===== src/rtl/piso_serializer.sv =====
// Parallel-in/serial-out transmitter: takes a WIDTH-bit word over valid/ready and
// shifts it out MSB- or LSB-first. Define PISO_PARITY_EN to append an even-parity bit.
module piso_serializer #(
    parameter int WIDTH        = 8,
    parameter int CLKS_PER_BIT = 1
) (
    input  logic             clk,
    input  logic             reset,
    input  logic [WIDTH-1:0] data_in,
    input  logic             lsb_first,
    input  logic             load_valid,
    output logic             load_ready,
    output logic             serial_out,
    output logic             bit_valid,
    output logic             busy,
    output logic             done,
    output logic [1:0]       state_dbg
);

    // Handshake: a word is accepted on a rising edge where load_valid && load_ready;
    // load_ready is high only in IDLE, and nothing is queued while it is low.

    localparam int BW = $clog2(WIDTH + 1);
    localparam int CW = $clog2(CLKS_PER_BIT + 1);

    typedef enum logic [1:0] {
        IDLE   = 2'd0,
        SHIFT  = 2'd1,
`ifdef PISO_PARITY_EN
        PARITY = 2'd2,
`endif
        DONE   = 2'd3
    } state_t;

    state_t           state, state_n;
    logic [WIDTH-1:0] shreg;
    logic [WIDTH-1:0] load_word;
    logic [BW-1:0]    bit_cnt, bit_cnt_n;
    logic [CW-1:0]    cyc_cnt, cyc_cnt_n;
    logic             accept, period_end, last_bit;
    logic             serial_d, bit_valid_d, busy_d, done_d;
`ifdef PISO_PARITY_EN
    logic             par_q;
`endif

    assign load_ready = (state == IDLE);
    assign state_dbg  = state;
    assign accept     = load_valid && load_ready;
    assign period_end = (cyc_cnt == CW'(CLKS_PER_BIT - 1));
    assign last_bit   = (bit_cnt == BW'(WIDTH - 1));

    // Words are normalised to MSB-first at accept so the shifter only moves one way.
    always_comb begin
        load_word = data_in;
        if (lsb_first) begin
            for (int i = 0; i < WIDTH; i++) begin
                load_word[i] = data_in[WIDTH-1-i];
            end
        end
    end

    always_ff @(posedge clk) begin
        if (reset) begin
            state      <= IDLE;
            bit_cnt    <= '0;
            cyc_cnt    <= '0;
            shreg      <= '0;
            serial_out <= 1'b0;
            bit_valid  <= 1'b0;
            busy       <= 1'b0;
            done       <= 1'b0;
        end else begin
            state      <= state_n;
            bit_cnt    <= bit_cnt_n;
            cyc_cnt    <= cyc_cnt_n;
            serial_out <= serial_d;
            bit_valid  <= bit_valid_d;
            busy       <= busy_d;
            done       <= done_d;
            if (accept) begin
                shreg <= load_word;
            end else if (state == SHIFT && period_end) begin
                shreg <= {shreg[WIDTH-2:0], 1'b0};
            end
        end
    end

`ifdef PISO_PARITY_EN
    always_ff @(posedge clk) begin
        if (reset) begin
            par_q <= 1'b0;
        end else if (accept) begin
            par_q <= ^data_in;
        end
    end
`endif

    always_comb begin
        state_n   = state;
        bit_cnt_n = bit_cnt;
        cyc_cnt_n = cyc_cnt;
        case (state)
            IDLE: begin
                if (accept) state_n = SHIFT;
            end
            SHIFT: begin
                if (period_end) begin
                    cyc_cnt_n = '0;
                    if (last_bit) begin
                        bit_cnt_n = '0;
`ifdef PISO_PARITY_EN
                        state_n   = PARITY;
`else
                        state_n   = DONE;
`endif
                    end else begin
                        bit_cnt_n = bit_cnt + BW'(1);
                    end
                end else begin
                    cyc_cnt_n = cyc_cnt + CW'(1);
                end
            end
`ifdef PISO_PARITY_EN
            PARITY: begin
                if (period_end) begin
                    cyc_cnt_n = '0;
                    state_n   = DONE;
                end else begin
                    cyc_cnt_n = cyc_cnt + CW'(1);
                end
            end
`endif
            DONE:    state_n = IDLE;
            default: state_n = IDLE;
        endcase
    end

    // Registered outputs are computed for the state being entered.
    always_comb begin
        serial_d = 1'b0;
        case (state_n)
            SHIFT: begin
                if (state == IDLE)   serial_d = load_word[WIDTH-1];
                else if (period_end) serial_d = shreg[WIDTH-2];
                else                 serial_d = serial_out;
            end
`ifdef PISO_PARITY_EN
            PARITY:  serial_d = par_q;
`endif
            default: serial_d = 1'b0;
        endcase
`ifdef PISO_PARITY_EN
        busy_d = (state_n == SHIFT) || (state_n == PARITY);
`else
        busy_d = (state_n == SHIFT);
`endif
        bit_valid_d = busy_d && (cyc_cnt_n == '0);
        done_d      = (state_n == DONE);
    end

endmodule

===== config.mk =====
export PLATFORM = sky130hd
export DESIGN_NAME = piso_serializer
export DESIGN_NICKNAME = d
export VERILOG_FILES = /design/src/rtl/piso_serializer.sv
export SDC_FILE = /design/constraint.sdc
export NUM_CORES = 1
export LEC_CHECK = 0
export BUFFER_PORTS_ARGS = -buffer_cell sky130_fd_sc_hd__buf_4
export CELL_PAD_IN_SITES_DETAIL_PLACEMENT = 1
export CELL_PAD_IN_SITES_GLOBAL_PLACEMENT = 2
export CORE_MARGIN = 2
export CORE_UTILIZATION = 27
export CTS_CLUSTER_SIZE = 20
export DETAILED_ROUTE_END_ITERATION = 12
export PLACE_DENSITY = 0.8
export SETUP_SLACK_MARGIN = 0.2
export SYNTH_ARGS = -nofsm -noshare
export SYNTH_HDL_FRONTEND = slang
export SYNTH_SLANG_ARGS = --single-unit
export TNS_END_PERCENT = 100

===== constraint.sdc =====
create_clock -name clk -period 1.3 [get_ports clk]
set_input_delay 0.13 -clock clk [delete_from_list [all_inputs] [get_ports clk]]
set_output_delay 0.13 -clock clk [all_outputs]
set_load 0.1 [all_outputs]

==> metrics.cfg <==
[job]
cap_violations = 0

[sta]
fin_crit_ns = 1.384
setup_viol = 12
skew_ns = 0.003397
relSlewSlack_pct = 80.38
grt_setup_unrepaired = true
drv_slew = 0
fmax_mhz = 722.3
setup_ws_ns = -0.08448
worst_slew_pin_slew_ns = 0.2861
hold_viol_final = 0
fin_crit_sh_pct = 106.5

[yosys]
synth_xor_area_share_pct = 1.102
yosysSeqAreaShare_pct = 45.35
yosys.area.top_type = dfxtp_1
synthMostInstantiatedCell = dfxtp_1
synth_async_sr_flop_share_pct = 0
synthSimpleGateAreaFrac_pct = 20.00
synth_top_area_share_pct = 45.35
synth_top_family_by_area = simple AND/OR/NAND/NOR gates
synthAdderAreaFrac_pct = 1.575
syn_inst = 85
synth-compound-area-share_pct = 17.48
netlist_top_cells_count = dfxtp_1 (18), a21oi_1 (9), nand3_1 (8)
synth-seq-cells = 18
synth_nets = 98
synth_ff_type = dfxtp_1
synth_edf_count = 0
syn-cell-area_sq_um = 794.5
synth_warnings = 0
synth_area_leaders = dfxtp_1 (45%), mux2_2 (9.9%), a21oi_1 (5.7%)
synth_mux_area_share_pct = 11.18
synth_cell_types = 24
postSynthAreaPerCell_sq_um = 9.347

[run_status]
violations = setup timing
outcome = finished, violations left

[grt]
grt_first_pass_wirelength_um = 3608
grt_pass1_vias = 754
grt.total_usage_pct = 14.11
antenna_found_initial = 0
overflow = 0
grt_max_degree = 14

[critical_path]
critPathTopFamily = simple AND/OR/NAND/NOR gates
endpoint_kind = flip-flop
cp_max_fo = 7
crit_required_ns = 1.55
slowest_delay_ns = 0.45
crit_type = flip-flop to flip-flop
critPathLaunchType = flip-flop
critPathBufInv = 0
critPathSlowestCell = or3b_4
path_cells = or3b_4 -> or3_4 -> a211oi_2
arrival_ns = 1.63

[routing]
viasPerCell = 5.318
route.detailed.drc = 0
drt_iter0_drc = 2
vias = 819
ant_nets = 0
wl_um = 2687
dr.pass1.iters = 2
wire_per_inst_um = 17.45

[clock_network]
cts_buffers = 3
clkTransAtPathRegs_ns = 0.11
htreeDepth = 1
cts_sinks = 18
clock_path_buffers = 2
cts_tree = done
root_buffer = clkbuf_4
clk_latency_ns = 0.31
cts_hold_buf = 0

[place]
gp_congestion = 0.7119
hpwl_um = 1439
port_buffers = 18
dp.cells = 143

[final_layout]
final_cells = 154
area_growth_syn_to_layout_pct = 81.57
antenna_cells = 0
final_util_pct = 51.87
drive_above_1_share_pct = 73.98
nNetsFinal = 137
fillers = 308

[pwr]
p_per_area_nw_per_um2 = 917.4
p_leak_nw = 0.5410
ir_drop_mv = 0.8024

[floorplanning]
die_area_sq_um = 3392
row_count = 19
fp.dieW_um = 58.25
start_util_pct = 28.56
coreArea_sq_um = 2781
chipHeight_um = 58.25
ios = 19

[worst_hold_path]
worstHoldPathType = primary input to flip-flop

==> final cells by class <==
class | count | area (sq um) | share of cell area [%]
repair buffers | 38 | 372.9 | 25.85
inverters | 3 | 11.26 | 0.7806
clock buffers | 4 | 26.28 | 1.821
well taps | 31 | 38.79 | 2.689
multi-input cells | 60 | 624.3 | 43.28
flip-flops and latches | 18 | 369.1 | 25.59
==> state kept, by name (all words and copies together), names as in the netlist <==
name        flops
shreg           7
bit_cnt         4
state_dbg       2
bit_valid       1
busy            1
cyc_cnt         1
done            1
serial_out      1
==> kinds of logic after synthesis <==
| group | after synthesis |
|---|---|
| and+or+nand+nor | 28 |
| AOI/OAI and AO/OA | 22 |
| DFF | 18 |
| muxes | 8 |
| buffers and inverters | 7 |
| xor gates and xnor gates | 1 |
| adders and majority gates | 1 |
==> placed cells by master (no fill, tap or decap), drive strengths merged, types with 4 or more instances in the layout <==
cell and count:
buf 38, dfxtp 18, a21oi 9, nand3 8, mux2 7, a22oi 6, clkbuf 4, nor2 4
nand2 4, o21ai 4
==> where the power goes <==
group / internal, W / leakage (nW) / switching (W) / total (W)
sequential: 0.000579 / 0.149 / 0.0000205 / 0.000600
clock: 0.000120 / 0.0150 / 0.000202 / 0.000322
combinational: 0.000176 / 0.377 / 0.000226 / 0.000402
==> final timing paths <==
kind	cells past startpoint	slack (ns)	endpoint	start
worst max-delay path	3	-0.08	bit_cnt[3]	state_dbg[1]
worst min-delay path	2	0.13	bit_cnt[1]	reset
worst max register to register	3	-0.08	bit_cnt[3]	state_dbg[1]
worst min register to register	2	0.48	bit_cnt[1]	bit_cnt[1]
==> metrics by stage <==
stage	hold WS [ns]	TNS (ns)	total power [W]	setup slack, ns	area [sq um]
4_1_cts	0.09771	-0.1694	0.001216	-0.05790	1246
6_report	0.1265	-0.3615	0.001323	-0.08448	1443
5_1_grt	0.1438	-0.9995	0.001374	-0.1292	1443
3_3_place_gp	0.4231	-0.005327	0.0008780	-0.005327	1071
3_5_place_dp	0.4259	-0.1631	0.0008837	-0.07353	1071
2_1_floorplan	0.2030	-2.702	0.0007892	-0.2563	818.3
==> layer usage <==
metal / vias up / wire [um] / track usage, %
met2: 15 / 1455 / 24.68
met1: 411 / 1119 / 16.78
met3: 4 / 87 / 4.018
met4: 0 / 24 / 3.987
met5: - / 0 / 0
li1: 389 / - / -
==> worst register-to-register path: cells and delay by family (launching register included) <==
| kind | cells | cell delay, ns |
|---|---|---|
| compound gates | 1 | 0.16 |
| flops | 1 | 0.36 |
| simple gates | 2 | 0.79 |
==> timing repair <==
action | CTS | global route
setup buffers | 4 | 2
gates resized for setup | 26 | 44
endpoints found under the setup margin | 20 | 22
pin swaps | 6 | 20
cloned | 1 | 0
(Power assumes the default switching activity.)
